`src/rtl/dual_issue_buffer.sv`:
```
// dual_issue_buffer: fetch FIFO plus pairing logic feeding two registered D slots.
// Ports: clk, reset_n; instrF1/instrF2/pcF/fetch_cnt -> fetch_ready;
//        stallD, flushD -> instrD1/2, pcD1/2, validD1/2.
// Optional macro ISSUE_STATS_EN adds dual_cnt/single_cnt/bubble_cnt.
module dual_issue_buffer #(
    parameter int DEPTH = 8,
    parameter int AW    = $clog2(DEPTH)
) (
    input  logic        clk,
    input  logic        reset_n,
    input  logic [31:0] instrF1,
    input  logic [31:0] instrF2,
    input  logic [31:0] pcF,
    input  logic [1:0]  fetch_cnt,
    output logic        fetch_ready,
    input  logic        stallD,
    input  logic        flushD,
    output logic [31:0] instrD1,
    output logic [31:0] instrD2,
    output logic [31:0] pcD1,
    output logic [31:0] pcD2,
    output logic        validD1,
    output logic        validD2
`ifdef ISSUE_STATS_EN
    ,
    output logic [31:0] dual_cnt,
    output logic [31:0] single_cnt,
    output logic [31:0] bubble_cnt
`endif
);

    logic [31:0]   pc_mem    [DEPTH];
    logic [31:0]   instr_mem [DEPTH];
    logic [AW-1:0] head, tail, head1, tail1;
    logic [AW:0]   count;
    logic [1:0]    enq_n, deq_n;
    logic          enq, issue, iss1, iss2;
    logic [31:0]   i1, i2;

    function automatic logic [4:0] dest(input logic [31:0] i);
        logic [4:0] d;
        d = 5'd0;
        case (i[31:26])
            6'b000000: d = (i[5:0] == 6'b001000) ? 5'd0 : i[15:11];
            6'b100011, 6'b001000, 6'b001001, 6'b001100,
            6'b001101, 6'b001010, 6'b001111: d = i[20:16];
            6'b000011: d = 5'd31;
            default:   d = 5'd0;
        endcase
        return d;
    endfunction

    function automatic logic is_ctrl(input logic [31:0] i);
        return (i[31:26] == 6'b000100) || (i[31:26] == 6'b000101) ||
               (i[31:26] == 6'b000010) || (i[31:26] == 6'b000011) ||
               (i[31:26] == 6'b000000 && i[5:0] == 6'b001000);
    endfunction

    function automatic logic is_mem(input logic [31:0] i);
        return (i[31:26] == 6'b100011) || (i[31:26] == 6'b101011);
    endfunction

    // rs/rt of the younger op are compared even when unused: cheap and safe.
    function automatic logic pair_ok(input logic [31:0] a, input logic [31:0] b);
        logic [4:0] d;
        logic       dep;
        d   = dest(a);
        dep = (d != 5'd0) &&
              (b[25:21] == d || b[20:16] == d || dest(b) == d);
        return !(dep || is_ctrl(a) || (is_mem(a) && is_mem(b)));
    endfunction

    assign fetch_ready = ((AW+1)'(DEPTH) - count) >= (AW+1)'(2);
    assign head1 = head + AW'(1);
    assign tail1 = tail + AW'(1);
    assign i1    = instr_mem[head];
    assign i2    = instr_mem[head1];

    // Fetched instructions are dropped on a same-cycle flush.
    assign enq   = fetch_ready && (fetch_cnt != 2'd0) && !flushD;
    assign enq_n = !enq ? 2'd0 : (fetch_cnt == 2'd2) ? 2'd2 : 2'd1;

    assign issue = !stallD && !flushD;
    assign iss1  = issue && (count != '0);
    assign iss2  = iss1 && (count >= (AW+1)'(2)) && pair_ok(i1, i2);
    assign deq_n = {1'b0, iss1} + {1'b0, iss2};

    always_ff @(posedge clk) begin
        if (enq) begin
            pc_mem[tail]    <= pcF;
            instr_mem[tail] <= instrF1;
            if (enq_n == 2'd2) begin
                pc_mem[tail1]    <= pcF + 32'd4;
                instr_mem[tail1] <= instrF2;
            end
        end
    end

    always_ff @(posedge clk or negedge reset_n) begin
        if (!reset_n) begin
            head    <= '0;
            tail    <= '0;
            count   <= '0;
            instrD1 <= '0;
            instrD2 <= '0;
            pcD1    <= '0;
            pcD2    <= '0;
            validD1 <= 1'b0;
            validD2 <= 1'b0;
        end else if (flushD) begin
            head    <= '0;
            tail    <= '0;
            count   <= '0;
            instrD1 <= '0;
            instrD2 <= '0;
            pcD1    <= '0;
            pcD2    <= '0;
            validD1 <= 1'b0;
            validD2 <= 1'b0;
        end else begin
            tail  <= tail + AW'(enq_n);
            head  <= head + AW'(deq_n);
            count <= count + (AW+1)'(enq_n) - (AW+1)'(deq_n);
            if (issue) begin
                instrD1 <= iss1 ? i1 : 32'd0;
                pcD1    <= iss1 ? pc_mem[head] : 32'd0;
                validD1 <= iss1;
                instrD2 <= iss2 ? i2 : 32'd0;
                pcD2    <= iss2 ? pc_mem[head1] : 32'd0;
                validD2 <= iss2;
            end
        end
    end

`ifdef ISSUE_STATS_EN
    always_ff @(posedge clk or negedge reset_n) begin
        if (!reset_n) begin
            dual_cnt   <= '0;
            single_cnt <= '0;
            bubble_cnt <= '0;
        end else if (issue) begin
            case (deq_n)
                2'd2:    dual_cnt   <= dual_cnt + 32'd1;
                2'd1:    single_cnt <= single_cnt + 32'd1;
                default: bubble_cnt <= bubble_cnt + 32'd1;
            endcase
        end
    end
`endif

endmodule

```
`config.mk`:
```
export PLATFORM = sky130hd
export DESIGN_NAME = dual_issue_buffer
export DESIGN_NICKNAME = d
export VERILOG_FILES = /design/src/rtl/dual_issue_buffer.sv
export SDC_FILE = /design/constraint.sdc
export NUM_CORES = 1
export LEC_CHECK = 0
export ABC_CLOCK_PERIOD_IN_PS = 21400
export BUFFER_PORTS_ARGS = -buffer_cell sky130_fd_sc_hd__buf_2
export CAP_MARGIN = 20
export CORE_ASPECT_RATIO = 1.1
export CORE_MARGIN = 5
export CORE_UTILIZATION = 60
export DETAILED_ROUTE_END_ITERATION = 8
export HOLD_SLACK_MARGIN = 0.05
export PLACE_DENSITY = 0.79
export SYNTH_ARGS = -nofsm -noshare
export SYNTH_HDL_FRONTEND = slang
export SYNTH_SLANG_ARGS = --single-unit
```
`constraint.sdc`:
```
create_clock -name clk -period 21.4 [get_ports clk]
set_input_delay 0 -clock clk [delete_from_list [all_inputs] [get_ports clk]]
set_output_delay 0 -clock clk [all_outputs]
set_load 0.05 [all_outputs]
```
# Word-level counts from Yosys, hierarchy flattened
# Memory sizes are Yosys's and may differ from the RTL's.
# Index checks and enable logic that the tools add are counted.
classes:
  addsub: 9
  n_lt_le_gt_ge: 2
  n_eq_ne: 28
  muxes: 30
  reduce_logical: 30
ops:
  columns: ["operator", "n"]
  rows:
  - ["two-way mux 32 bit", 12]
  - ["equality test 6 x 4 -> 1 bit, second input constant", 14]
  - ["adder 32 x 3 -> 32 bit, second input constant", 1]
  - ["one-hot mux 5 bit (3 select lines)", 2]
  - ["equality test 6 bit, second input constant", 4]
  - ["equality test 6 x 2 -> 1 bit, second input constant", 3]
  - ["equality test 5 bit", 3]
  - ["OR reduction 7 bit", 2]
  - ["equality test 6 x 3 -> 1 bit, second input constant", 2]
  - ["logical NOT 6 bit", 2]
  - ["logical OR 1 bit", 10]
  - ["two-way mux 5 bit", 2]
  - ["logical AND 1 bit", 9]
  - ["two-way mux 1 bit", 9]
  - ["greater-or-equal comparator 4 x 2 -> 1 bit, second input constant", 2]
  - ["adder 3 x 1 -> 3 bit, second input constant", 2]
  - ["adder 3 x 2 -> 3 bit", 2]
  - ["two-way mux 3 bit", 2]
  - ["nonzero test 5 bit", 1]
  - ["adder 4 x 2 -> 4 bit", 1]
  - ["equality test 2 bit, second input constant", 2]
  - ["two-way mux 2 bit", 2]
  - ["two-way mux 4 bit", 1]
  - ["nonzero test 2 bit", 2]
  - ["5 further kinds", 7]
totals:
  reg_bits: 140
  ram_bits: 512
  out_inout_bits: 131
  word_cells: 110
  memories: 2
memory_table:
  columns: ["memory", "depth", "width", "rd", "rd_ports_with_merged_regs", "wr", "line_no", "text"]
  rows:
  - ["instr_mem", 8, 32, 2, 0, 2, "33", "logic [31:0] instr_mem [DEPTH];"]
  - ["pc_mem", 8, 32, 2, 0, 2, "32", "logic [31:0] pc_mem [DEPTH];"]

# Logic depth before layout (Yosys ltp)
# An unclocked memory read counts as a cell.
depth:
  depth_word: 15
  mapped_depth: 26

# Least setup slack after synthesis
# OpenSTA, ideal clock, no wires.
synth_timing:
  path_type: "register -> register"
  from: "register count[1]"
  to: "memory instr_mem[0][0], enable pin"
  setup_time_ns: 0.581
  arrival_time_ns: 6.189
  path_slack_ns: 14.630
  stages_incl_launch_ff: 8
  cell_sequence: "dfrtp_1 > inv_1 > ha_1 > nor3_1 > a31oi_1 > nor3_1 > or4_1 > o31ai_1"
synth_lines:
  columns: ["element", "line_no", "text"]
  rows:
  - ["start: declaration", "35", "logic [AW:0] count;"]
  - ["start signal: assignment", "123", "count <= count + (AW+1)'(enq_n) - (AW+1)'(deq_n);"]
  - ["end: declaration", "33", null]

# Final worst setup path
layout_timing:
  from: "register head[0]"
  to: "register count[3]"
layout_between:
  elab_chain_len: 15
  word_cells_on_any_way: 55
  cone_classes: "add/sub (3); eq/ne (26); mux (5); reduce/logical (20); memory (1)"
layout_rtl:
  columns: ["element", "line_no", "text"]
  rows:
  - ["start: declaration", "34", "logic [AW-1:0] head, tail, head1, tail1;"]
  - ["start signal: assignment", "122", "head <= head + AW'(deq_n);"]
  - ["adder 3 x 1 -> 3 bit or memory (8 x 32 bit) (tied branches)", null, null]
  - ["memory (8 x 32 bit) *", null, null]
  - ["equality test 6 bit (tied with other cells)", "43, 60", null]
  - ["OR reduction 7 bit (tied with other cells)", "43", "case (i[31:26])"]
  - ["one-hot mux 5 bit (3 select lines) or equality test 5 bit (tied branches)", "43, 69", null]
  - ["equality test 5 bit or logical OR 1 bit (tied branches)", "69", "(b[25:21] == d || b[20:16] == d || dest(b) == d);"]
  - ["logical OR 1 bit", "69", null]
  - ["logical AND 1 bit", "68", "dep = (d != 5'd0) &&"]
  - ["logical OR 1 bit", "70", "return !(dep || is_ctrl(a) || (is_mem(a) && is_mem(b)));"]
  - ["logical OR 1 bit *", "70", null]
  - ["logical NOT 1 bit *", "70", null]
  - ["logical AND 1 bit *", "85", "assign iss2 = iss1 && (count >= (AW+1)'(2)) && pair_ok(i1, i2);"]
  - ["adder 1 x 1 -> 2 bit *", "86", "assign deq_n = {1'b0, iss1} + {1'b0, iss2};"]
  - ["subtractor 4 x 2 -> 4 bit *", "123", null]
  - ["two-way mux 4 bit *", "110", "end else if (flushD) begin"]
# Mark *: on every way between the ends. The rest lies on a longest branch, timed or not.
# A chain may end at the register's enable or synchronous reset.

==> flow_summary.json <==
{
  "num_vias": 27308,
  "overflow": 0,
  "crit_path_end_kind": "flop",
  "cts.clk_slew.worst_paths_ns": 0.06,
  "register_area_sq_um": 18900,
  "p_per_area_nw_per_um2": 114,
  "area_delta_synth_final_pct": 14.1,
  "max_freq_mhz": 141,
  "die_h_um": 267,
  "drtIter0Drc": 3713,
  "peakVddDrop_v": 0.0000888,
  "async_flop_share_pct": 21.5,
  "arrival_ns": 7.59,
  "wl_per_cell_um": 26.5,
  "synth_edf_count": 512,
  "die_area_sq_um": 65200,
  "pwr-share-clk_pct": 25.6,
  "ys_warn_count": 0,
  "p_sw_mw": 1.76,
  "antenna_found_initial": 7,
  "ys_seq_area_share_pct": 52.3,
  "cts_root_buf": "clkbuf_16",
  "skew_ns": 0.0312,
  "syn_inst": 3135,
  "worst_skew_pair.late_latency_ns": 0.62,
  "numCtsBuffers": 69,
  "placed_area_sq_um": 37500,
  "core-area_sq_um": 59700,
  "cts_setup_buffers": 0,
  "std_cell_rows": 94,
  "grt_max_degree": 146,
  "drive_gt1_share_pct": 20.4,
  "critPathBufInv": 4,
  "clockBufferDepth": 3,
  "post-route-min-period_ns": 7.10,
  "ant_nets": 0,
  "post-route-period-util_pct": 33.2,
  "first_pass_iters": 6,
  "hold_ws_ns": 0.189,
  "rsz0062_at_grt": "false",
  "synthFlopType": "edfxtp_1",
  "swShare_pct": 37.7,
  "final_cell_area_sq_um": 41200,
  "grt_use_total_pct": 33.5,
  "crit_slowest_cell": "dfrtp_4",
  "multi_input_area_sq_um": 16100,
  "clock-sinks": 652,
  "avgSynthCellArea_sq_um": 11.5,
  "slew_violations": 0,
  "fp.dieW_um": 244,
  "maxCapViolCount": 0,
  "gp_congestion": 0.878,
  "hold_path_class": "in2reg",
  "ys_types": 66,
  "intPower_mw": 2.91,
  "post-dp-hpwl_um": 62000,
  "comb_power_share_pct": 38.6,
  "grt_pass1_vias": 27753,
  "critical_path.max_stage_delay_ns": 0.87,
  "grt_first_pass_wirelength_um": 166000,
  "wl_um": 110000,
  "pwr-share-seq_pct": 35.8,
  "io_buffers": 232,
  "worst-setup-path-type": "reg2reg",
  "cp_cell_sequence": "ha_4 > xor2_4 > buf_4 > buf_4 > mux4_2 > nand2b_1 > or2_1 > a21oi_1 > o22ai_1 > and4_1 > nor4_2 > a41oi_1 > a21oi_4 > inv_2 > ha_1 > fa_1 > inv_1 > ha_1 > a21o_1 > a21oi_1 > xnor2_1 > nor2_1",
  "tns_ns": 0,
  "finalHoldViolCount": 0,
  "worstPathRequired_ns": 21.89,
  "syn_area_sq_um": 36100,
  "status": "finished, final reports clean",
  "start_kind": "flop",
  "cp_top_family": "buffers and inverters",
  "fillers": 4008,
  "start_util_pct": 60.4,
  "num-nets-final": 3451,
  "path_max_fanout": 40,
  "htreeDepth": 3,
  "worst_slew_pin_slew_ns": 1.23,
  "drcViolationCount": 0,
  "finalPower_mw": 4.68,
  "setup_viol": 0,
  "io_pins": 233,
  "synth_seq_cells": 652,
  "fin_util_pct": 68.9,
  "cts_tree": "built",
  "p_leak_nw": 15.6,
  "viasPerCell": 6.56,
  "syn-num-nets": 3254,
  "slew-limit-headroom_pct": 18.0
}
[Yosys cell counts (all sizes together), types with 3 or more instances]
| master | instances | area, sq um |
|---|---|---|
| a211o | 3 | 26.3 |
| a211oi | 4 | 35.0 |
| a21oi | 16 | 83.8 |
| a31oi | 5 | 31.3 |
| and2 | 6 | 37.5 |
| and3 | 5 | 31.3 |
| buf | 90 | 497 |
| clkbuf | 194 | 813 |
| dfrtp | 140 | 3500 |
| edfxtp | 512 | 15400 |
| fa | 4 | 80.1 |
| ha | 13 | 163 |
| inv | 23 | 86.3 |
| mux2 | 6 | 71.3 |
| mux2i | 137 | 1370 |
| mux4 | 251 | 5650 |
| nand2 | 1048 | 3930 |
| nand2b | 8 | 50.1 |
| nand3 | 25 | 125 |
| nand3b | 3 | 22.5 |
| nor2 | 180 | 683 |
| nor2b | 9 | 56.3 |
| nor3 | 23 | 120 |
| nor3b | 3 | 22.5 |
| nor4 | 3 | 40.0 |
| o211ai | 3 | 27.5 |
| o21ai | 146 | 768 |
| o31ai | 3 | 22.5 |
| or2 | 5 | 31.3 |
| or4 | 3 | 22.5 |
| xnor2 | 97 | 850 |
| xor2 | 143 | 1260 |
[layer usage]
layer	routed length [um]	track usage (%)	up-vias	share of wire [%]
met5	18	0	-	0.016
met4	6780	18.7	4	6.2
met3	14200	7.30	495	13
met2	52800	55.0	2200	48
met1	36400	41.9	13241	33
li1	-	-	11368	-
[flip-flops by register name (all words and copies together), names as in the netlist, 4 cells and up]
signal / cells
count: 4
instrD1: 32
instrD2: 32
instr_mem: 256
pcD1: 32
pcD2: 32
pc_mem: 256
[cells in the final DEF, fill, tap and decap left out, types with 6 or more instances in the layout]
| master | synthesis | routed |
|---|---|---|
| mux4_2 | 251 | 251 |
| inv_1 | 21 | 21 |
| clkbuf_1 | 126 | 18 |
| nor2_1 | 179 | 175 |
| clkbuf_8 | 0 | 14 |
| clkinv_2 | 0 | 9 |
| o21ai_4 | 0 | 6 |
| and2_1 | 6 | 6 |
| clkbuf_16 | 0 | 72 |
| mux2i_1 | 137 | 137 |
| nand2b_1 | 8 | 8 |
| buf_2 | 43 | 231 |
| dlygate4sd3_1 | 0 | 133 |
| nand2_1 | 1048 | 1044 |
| xor2_1 | 142 | 142 |
| o21ai_1 | 28 | 28 |
| diode_2 | 0 | 8 |
| ha_1 | 13 | 12 |
| nand3_1 | 25 | 21 |
| nor3_1 | 22 | 18 |
| buf_4 | 9 | 40 |
| dfrtp_1 | 140 | 137 |
| nor2b_1 | 9 | 8 |
| a21oi_1 | 15 | 15 |
| edfxtp_1 | 512 | 512 |
| o21ai_2 | 10 | 10 |
| o21ai_0 | 108 | 102 |
| xnor2_1 | 97 | 97 |
[through the flow]
step / instances / setup slack, ns
after floorplan: 3135 / 14.63
after global placement: 3892 / 14.56
after detailed placement: 3892 / 14.43
after CTS: 4150 / 14.36
after global routing: 4155 / 14.02
final: 4161 / 14.30
[what timing repair did]
item                      4_1_cts  5_1_grt
hold buffers                  134        0
hold endpoints to repair      626        0
gates resized for setup         0        0
[path summary, 6_finish.rpt]
kind,cells after the start,start,to,slack [ns]
setup / recovery,22,head[0]$_DFF_PN0_,count[3]$_DFF_PN0_,14.30
hold / removal,2,pcF[0],pc_mem[0][0]$_DFFE_PP_,0.19
setup reg to reg,22,head[0]$_DFF_PN0_,count[3]$_DFF_PN0_,14.30
hold reg to reg,2,pcD1[1]$_DFFE_PN0P_,pcD1[1]$_DFFE_PN0P_,0.47
max in group asynchronous,5,reset_n,instrD2[10]$_DFFE_PN0P_,20.07
min in group asynchronous,4,reset_n,pcD2[1]$_DFFE_PN0P_,0.51
[area by class of cell]
cell class	instances	share of cell area, %
flip-flops and latches	652	45.9
multi-input cells	2176	39.0
repair buffers	410	7.10
clock buffers	104	5.01
well taps	768	2.33
clock inverters	20	0.432
inverters	23	0.210
diodes	8	0.0486
[power by group through the flow]
stage          clock network [mW]  logic, mW  registers, mW
3_3_place_gp                    0       1.72           1.68
6_report                     1.20       1.81           1.67
3_5_place_dp                    0       1.76           1.69
4_1_cts                      1.20       1.79           1.67
2_1_floorplan                   0       1.03           1.98
5_1_grt                      1.25       1.90           1.69
[worst register-to-register path: stages (launching register included)]
cell      delay, ns
dfrtp_4        0.87
ha_4           0.27
xor2_4         0.66
buf_4          0.60
buf_4          0.74
mux4_2         0.48
nand2b_1       0.19
or2_1          0.21
a21oi_1        0.24
o22ai_1        0.15
and4_1         0.21
nor4_2         0.25
a41oi_1        0.20
a21oi_4        0.22
inv_2          0.04
ha_1           0.23
fa_1           0.49
inv_1          0.06
ha_1           0.28
a21o_1         0.19
a21oi_1        0.17
xnor2_1        0.14
nor2_1         0.07
[cells by family (layout without fill, tap and decap cells)]
family | after synthesis | count (layout) | share of synthesized area [%]
simple gates | 1328 | 1328 | 14.5
compound gates | 197 | 197 | 3.18
flops | 652 | 652 | 52.3
fa+ha+maj | 17 | 17 | 0.672
buf+inv | 307 | 557 | 3.87
xor+xnor | 240 | 240 | 5.84
other cells | 0 | 8 | 0
mux | 394 | 394 | 19.7
(Power assumes the default switching activity.)
